<file path="config.mk">
export PLATFORM = sky130hd
export DESIGN_NAME = instr_sequencer
export DESIGN_NICKNAME = d
export VERILOG_FILES = /design/src/rtl/instr_sequencer.sv
export SDC_FILE = /design/constraint.sdc
export NUM_CORES = 1
export LEC_CHECK = 0
export BUFFER_PORTS_ARGS = -buffer_cell sky130_fd_sc_hd__buf_4
export CAP_MARGIN = 20
export CORE_UTILIZATION = 47
export CTS_CLUSTER_SIZE = 25
export DETAILED_ROUTE_END_ITERATION = 10
export PLACE_DENSITY = 0.87
export SKIP_LAST_GASP = 1
export SYNTH_ARGS = -nofsm -noshare
export SYNTH_HDL_FRONTEND = slang
export SYNTH_SLANG_ARGS = --single-unit
export TNS_END_PERCENT = 100
</file>
<file path="constraint.sdc">
create_clock -name clk -period 1.7 [get_ports clk]
set_clock_uncertainty 0.2 [all_clocks]
set_input_delay 0.085 -clock clk [delete_from_list [all_inputs] [get_ports clk]]
set_output_delay 0.085 -clock clk [all_outputs]
set_load 0.005 [all_outputs]
</file>
<file path="src/rtl/instr_sequencer.sv">
// Fetch/execute controller: fetches 16-bit instructions as two bytes and sequences
// loads, stores and flag-conditional jumps for the accumulator datapath.
module instr_sequencer #(
    parameter logic [9:0] RESET_PC = 10'd0
) (
    input  logic        clk,
    input  logic        rst_n,
    input  logic        iStart,
    input  logic [7:0]  iReadData,
    input  logic        iZa,
    input  logic        iZb,
    input  logic        iCa,
    input  logic        iCb,
    input  logic        iNa,
    input  logic        iNb,
    output logic        oRead,
    output logic [9:0]  oReadAddress,
    output logic        oWriteEnable,
    output logic [9:0]  oAddress,
    output logic        oWriteSel,
    output logic        oReadToA,
    output logic        oReadToB,
    output logic [15:0] oInstruction,
    output logic [9:0]  oPC,
    output logic        oHalted,
    output logic        oIllegal
);

    typedef enum logic [2:0] {
        S_IDLE, S_FETCH_HI, S_FETCH_LO, S_LATCH, S_EXEC, S_WB, S_HALT
    } state_t;

    state_t      r_state;
    state_t      w_next;
    logic [9:0]  r_pc;
    logic [15:0] r_ir;
    logic [7:0]  r_ir_hi;

    logic [3:0]  w_op;
    logic [9:0]  w_addr;
    logic        w_is_load;
    logic        w_is_store;
    logic        w_is_illegal;
    logic        w_taken;

    assign w_op         = r_ir[15:12];
    assign w_addr       = r_ir[9:0];
    assign w_is_load    = (w_op == 4'h1) || (w_op == 4'h2);
    assign w_is_store   = (w_op == 4'h3) || (w_op == 4'h4);
    assign w_is_illegal = (w_op == 4'hC) || (w_op == 4'hD) || (w_op == 4'hE);

    always_comb begin
        w_taken = 1'b0;
        case (w_op)
            4'h5:    w_taken = 1'b1;
            4'h6:    w_taken = iZa;
            4'h7:    w_taken = iZb;
            4'h8:    w_taken = iCa;
            4'h9:    w_taken = iCb;
            4'hA:    w_taken = iNa;
            4'hB:    w_taken = iNb;
            default: w_taken = 1'b0;
        endcase
    end

    always_ff @(posedge clk or negedge rst_n) begin
        if (!rst_n) r_state <= S_IDLE;
        else        r_state <= w_next;
    end

    always_comb begin
        w_next = r_state;
        case (r_state)
            S_IDLE:     if (iStart) w_next = S_FETCH_HI;
            S_FETCH_HI: w_next = S_FETCH_LO;
            S_FETCH_LO: w_next = S_LATCH;
            S_LATCH:    w_next = S_EXEC;
            S_EXEC: begin
                if (w_is_load)          w_next = S_WB;
                else if (w_op == 4'hF)  w_next = S_HALT;
                else                    w_next = S_FETCH_HI;
            end
            S_WB:       w_next = S_FETCH_HI;
            S_HALT:     if (iStart) w_next = S_FETCH_HI;
            default:    w_next = S_IDLE;
        endcase
    end

    // High byte is staged so the decoder sees a whole new instruction only after LATCH.
    always_ff @(posedge clk or negedge rst_n) begin
        if (!rst_n) begin
            r_pc    <= RESET_PC;
            r_ir    <= '0;
            r_ir_hi <= '0;
        end else begin
            case (r_state)
                S_IDLE, S_HALT: if (iStart) r_pc <= RESET_PC;
                S_FETCH_LO:     r_ir_hi <= iReadData;
                S_LATCH: begin
                    r_ir <= {r_ir_hi, iReadData};
                    r_pc <= r_pc + 10'd2;
                end
                S_EXEC:         if (w_taken) r_pc <= w_addr;
                default: ;
            endcase
        end
    end

    always_comb begin
        oRead        = 1'b0;
        oReadAddress = '0;
        oWriteEnable = 1'b0;
        oAddress     = '0;
        oWriteSel    = 1'b0;
        oReadToA     = 1'b0;
        oReadToB     = 1'b0;
        oHalted      = 1'b0;
        oIllegal     = 1'b0;
        case (r_state)
            S_FETCH_HI: begin
                oRead        = 1'b1;
                oReadAddress = r_pc;
            end
            S_FETCH_LO: begin
                oRead        = 1'b1;
                oReadAddress = r_pc + 10'd1;
            end
            S_EXEC: begin
                if (w_is_load) begin
                    oRead        = 1'b1;
                    oReadAddress = w_addr;
                end
                if (w_is_store) begin
                    oWriteEnable = 1'b1;
                    oAddress     = w_addr;
                    oWriteSel    = (w_op == 4'h4);
                end
                oIllegal = w_is_illegal;
            end
            S_WB: begin
                oReadAddress = w_addr;
                oReadToA     = (w_op == 4'h1);
                oReadToB     = (w_op == 4'h2);
            end
            S_HALT:  oHalted = 1'b1;
            default: ;
        endcase
    end

    assign oInstruction = r_ir;
    assign oPC          = r_pc;

endmodule
</file>
# [After elaboration in Yosys (flattened, before gate mapping)]
# Cells that the tools add are included.
[totals] word_cells=60 romBits=0 ram_bits=0 n_memories=0 regBits=37 latchBits=0 output_inout_bits=53
[classes] shifts=0 mux=22 n_reduce_logical=9 mul=0 n_addsub=2 eq_ne=23 div_mod_pow=0 bitwise_logic=0 magnitude_cmp=0
[op_table] cell="$mux 10" n=5
[op_table] cell="$pmux 10 s4" n=1
[op_table] cell="$eq 4x4->1 const B" n=8
[op_table] cell="$pmux 10 s3" n=1
[op_table] cell="$pmux 3 s6" n=1
[op_table] cell="$eq 4x3->1 const B" n=4
[op_table] cell="$add 10x1->10 const B" n=1
[op_table] cell="$add 10x2->10 const B" n=1
[op_table] cell="$eq 3x3->1 const B" n=3
[op_table] cell="$mux 1" n=9
[op_table] cell="$mux 3" n=3
[op_table] cell="$eq 4x2->1 const B" n=2
[op_table] cell="$pmux 1 s7" n=1
[op_table] cell="$eq 3x2->1 const B" n=2
[op_table] cell="$eq 4x1->1 const B" n=1
[op_table] cell="$logic_or 1x1->1" n=4
[op_table] cell="$reduce_or 2->1" n=2
[op_table] cell="$eq 3x1->1 const B" n=1
[op_table] cell="$logic_not 3->1" n=1
[op_table] cell="$reduce_and 3->1" n=1
[op_table] cell="$reduce_bool 3->1" n=1
[op_table] cell="$ne 2x1->1 const B" n=1
[op_table] cell="$ne 2x2->1 const B" n=1
[op_table] cell="$pmux 1 s2" n=1

# [Longest topological paths before layout]
[depth] ltp_word=4 depth_mapped=8 mapped_depth_nobuf=6

# [Worst setup path after synthesis]
# Ideal clock, no wire load.
[synth_timing] path_kind="reg-to-reg" startpoint="register r_ir[13] (netlist: oInstruction[13])" endpoint="register r_pc[2] (netlist: oPC[2])" setup_slack_ns=-0.089 setup_ns=0.121 path_stages_with_launch=8 arrival_time_ns=1.468 period_less_slack_ns=1.789 cell_sequence="dfrtp_1 buf_6 mux2_4 a2bb2oi_2 and3_1 buf_6 nor2_1 o22a_1"
[synth_via] elab_chain_cells=4 elab_cells_between_ends=10 classes_between="eq/ne: 8; mux: 1; reduce/logical: 1"
[synth_lines] element="start, declared" line="36" rtl="logic [15:0] r_ir;"
[synth_lines] element="start signal, assigned" line="100" rtl="r_ir <= {r_ir_hi, iReadData};"
[synth_lines] element="$eq 4x4->1 / $eq 4x3->1 (equally long branches)" line="54" rtl="case (w_op)"
[synth_lines] element="$pmux 1 s7 (*)" line="54"
[synth_lines] element="$ne 2x2->1 (no source line) (*)"
[synth_lines] element="$reduce_and 3->1 (no source line) (*)"
[synth_lines] element="end signal, assigned" line="101" rtl="r_pc <= r_pc + 10'd2;"
[synth_lines] element="end signal, assigned" line="103" rtl="S_EXEC: if (w_taken) r_pc <= w_addr;"
[synth_lines] element="end, declared" line="35" rtl="logic [9:0] r_pc;"
# Mark *: on every way between the ends. The rest lies on a longest branch, timed or not.
# A chain may end at the register's enable or synchronous reset.

# [Worst setup path in the final report]
[layout_timing] startpoint="register r_ir[14] (netlist: oInstruction[14])" endpoint="output oReadAddress[5]"
[layout_via] elab_chain_cells=4 elab_cells_between_ends=5 classes_between="eq/ne: 2; mux: 2; reduce/logical: 1"
[layout_lines] element="$eq 4x1->1 / $eq 4x2->1 (equally long branches)" line="48" rtl="assign w_is_load = (w_op == 4'h1) || (w_op == 4'h2);"
[layout_lines] element="$logic_or 1x1->1 (*)" line="48"
[layout_lines] element="$mux 10 (*)" line="129" rtl="if (w_is_load) begin"
[layout_lines] element="$pmux 10 s4 (*)" line="119" rtl="case (r_state)"
[layout_lines] element="end, declared" line="17" rtl="output logic [9:0] oReadAddress,"
# Marks and branches as above.

==> metrics.txt <==
first-pass GRT wire length=14700 µm; Clock transition at path regs=90 ps; sequential element share of the synthesized area=38.8%; WP buf/inv=4; Ys Warns=0; top area cells in the synthesized netlist=dfrtp_1, nand2_1, o21ai_0; Max Buffers Root-to-Sink=2; crit end category=output port; Initial Util=49.8%; Vias=3109; synthesized netlist cell count=293; sequential share of power=25.2%; Logic pwr share=roughly 64%; CTS H-tree depth=2; Power Density=between 1500 and 2000 nW/µm²; CP Class=flip-flop to output port; Sw Share=44.7%; Clock Power Share=between 10 and 15%; initial antenna violation count=0; Tot Pwr=7700 µW; CORE AREA=4790 µm²; Crit path max-delay family=buffers and inverters; post-synth cell types=52; NetSw=3450 µW; Routed WL=10600 µm; Worst Path Required=between 1000 and 1500 ps; Setup-failing EPs final=between 40 and 50; Slowest cell on crit path=dfrtp_1; Pleak=approximately 0.0020 µW; unrepaired setup endpoints after global routing=true; total CTS buffers=5; vias in the first global route=2898; Yosys top cell by area=dfrtp_1; Die Span Y=73.2 µm; EDFF count, synth=0; Final min period=2290 ps; run status=finished with violations; Max Fclk=about 440 MHz; dominant synthesized flop cell=dfrtp_1; Pint=4260 µW; Max FO, Critical Path=8; area delta synth->final=68.4%; 1st-iter DRT viols=around 430; GPL Wtd Cong=between 0.9 and 1; synthesis-stage register bit count=37; Slew HR=67.8%; TritonCTS clock tree=yes; number of buffers added on ports=69; clk root buf=clkbuf_8; CTS sink count=37; Die ar.=5360 µm²; Syn Area/Cell=8.13 µm²; violated checks=setup timing; origin of the worst setup path=oInstruction[14]$_DFFE_PN0P_; io pins=70; HP Class=primary input to async pin; # DRC=0; synth cell count leaders=nand2_1, dfrtp_1, o21ai_0, a21oi_1, nor2_1; worst vdd ir=approximately 1.2 mV; crit start category=flip-flop; Mapped Nets=312; # diodes=0; cell with the most instances after synthesis=nand2_1; fill cell count=259; post-route ant nets=0; CP max stage delay=approximately 510 ps; Final period util=135%; die width=73.2 µm; share of cells above drive strength 1=51.3%; fin. max-slew vios=0; Setup Total Neg Slack=-14270 ps; reg-to-reg slack, setup=-390 ps; largest net degree at the start of global routing=38; num rows=25; Fin. Hold Viols=0; Final nets=453; async set-or-reset flop fraction in the synthesized netlist=100%; GRT overflow=0; post-synth top area share=38.8%; FF-to-FF Start=oInstruction[12]$_DFFE_PN0P_; drt via density=6.19; Worst-Margin Slew=484 ps; drt wl/cell=21.0 µm; critical path arrival=2010 ps; Clk Latency, worst-skew pair=310 ps; HPWL after detailed placement=5420 µm; Worst Setup Slack, final=-594 ps; total of max-cap violations=0; mapped cell area=2380 µm²; DR pass1 iterations=6; Total GRT Usage=36.9%; CP cell instances=nor3_2 > o21a_1 > buf_6 > buf_4 > buf_6 > nand2_4 > o311ai_4 > buf_4
[per-stage QoR]
step           cell area, µm²  util, %  instances  hold slack [ps]  setup WS (ps)
4_1_cts                  3720     77.7        489              101           -411
2_1_floorplan            2390        -        293             -411          -64.2
5_1_grt                  4010     83.9        502              121           -642
3_3_place_gp             3210     67.2        461             -127           -181
3_5_place_dp             3210     67.2        461             -115           -267
6_report                 4010     83.9        502             76.5           -594
[cell type report]
class / count / area [µm²] / share of cell area (%)
timing repair buffer: 156 / 1320 / 32.9
multi-input combinational: 227 / 1530 / 38.1
inverter: 7 / 26.3 / 0.655
clock buffer: 6 / 82.6 / 2.06
sequential: 37 / 936 / 23.3
clock inverter: 2 / 37.5 / 0.935
tap: 67 / 83.8 / 2.09
[per-layer routing]
metal  vias up  global-route usage (%)  share of wire, %
met5         -                       0                 0
met2       264                    62.6                48
met4         0                    18.1               6.0
met1      1469                    45.0                36
li1       1285                       -                 -
met3        91                    6.77               9.8
[state kept, by name, summed over array words and instances, names as in the netlist]
register / cells
r_ir_hi: 8
r_state: 3
oInstruction: 16
oPC: 10
[power groups by stage]
stage | Combinational (µW) | Clock [µW] | Sequential (µW)
after global placement | 3350 | 0 | 1770
after global routing | 5160 | 885 | 1960
after detailed placement | 3470 | 0 | 1800
final | 4910 | 854 | 1940
after floorplan | 1920 | 0 | 1650
after CTS | 4050 | 825 | 1830
[placed cells by master (no fill, tap or decap), types with 8 or more instances in the layout]
cell and instances:
o21ai_1 9, nand2_1 83, buf_6 21, dfrtp_1 29, nor2_1 8, o21ai_0 12
dlygate4sd3_1 10, a21oi_1 12, buf_4 121, dfrtp_2 8
[final timing paths]
check / endpoint / cells after the start
max reg2reg: oPC[0]$_DFFE_PN0P_ / 8
min: oPC[1]$_DFFE_PN0P_ / 2
min reg2reg: oInstruction[10]$_DFFE_PN0P_ / 2
max: oReadAddress[5] / 8
max in group asynchronous: oInstruction[12]$_DFFE_PN0P_ / 2
min in group clk: oPC[2]$_DFFE_PN0P_ / 5
[kinds of logic after synthesis]
family | synth area share (%)
AND/OR/NAND/NOR | 29.1
AO/OA/AOI/OAI | 20.9
flip-flops | 38.8
buffers and inverters | 8.61
multiplexers | 1.05
adder cells (fa/ha/maj) | 1.05
XOR/XNOR | 0.368
[repair_timing]
action,CTS,global route
gates resized for setup,58,48
hold endpoints to repair,55,0
endpoints found under the setup margin,40,62
hold buffers,10,0
cloned,1,1
pin swaps,5,16
buffers inserted,10,15
[worst reg2reg max path, delay by kind of cell (launching register included)]
family,cells,cell delay (ps)
AOI/OAI and AO/OA,3,560
and+or+nand+nor,2,370
buffers and inverters,3,410
DFF,1,460
(Power assumes the default switching activity.)
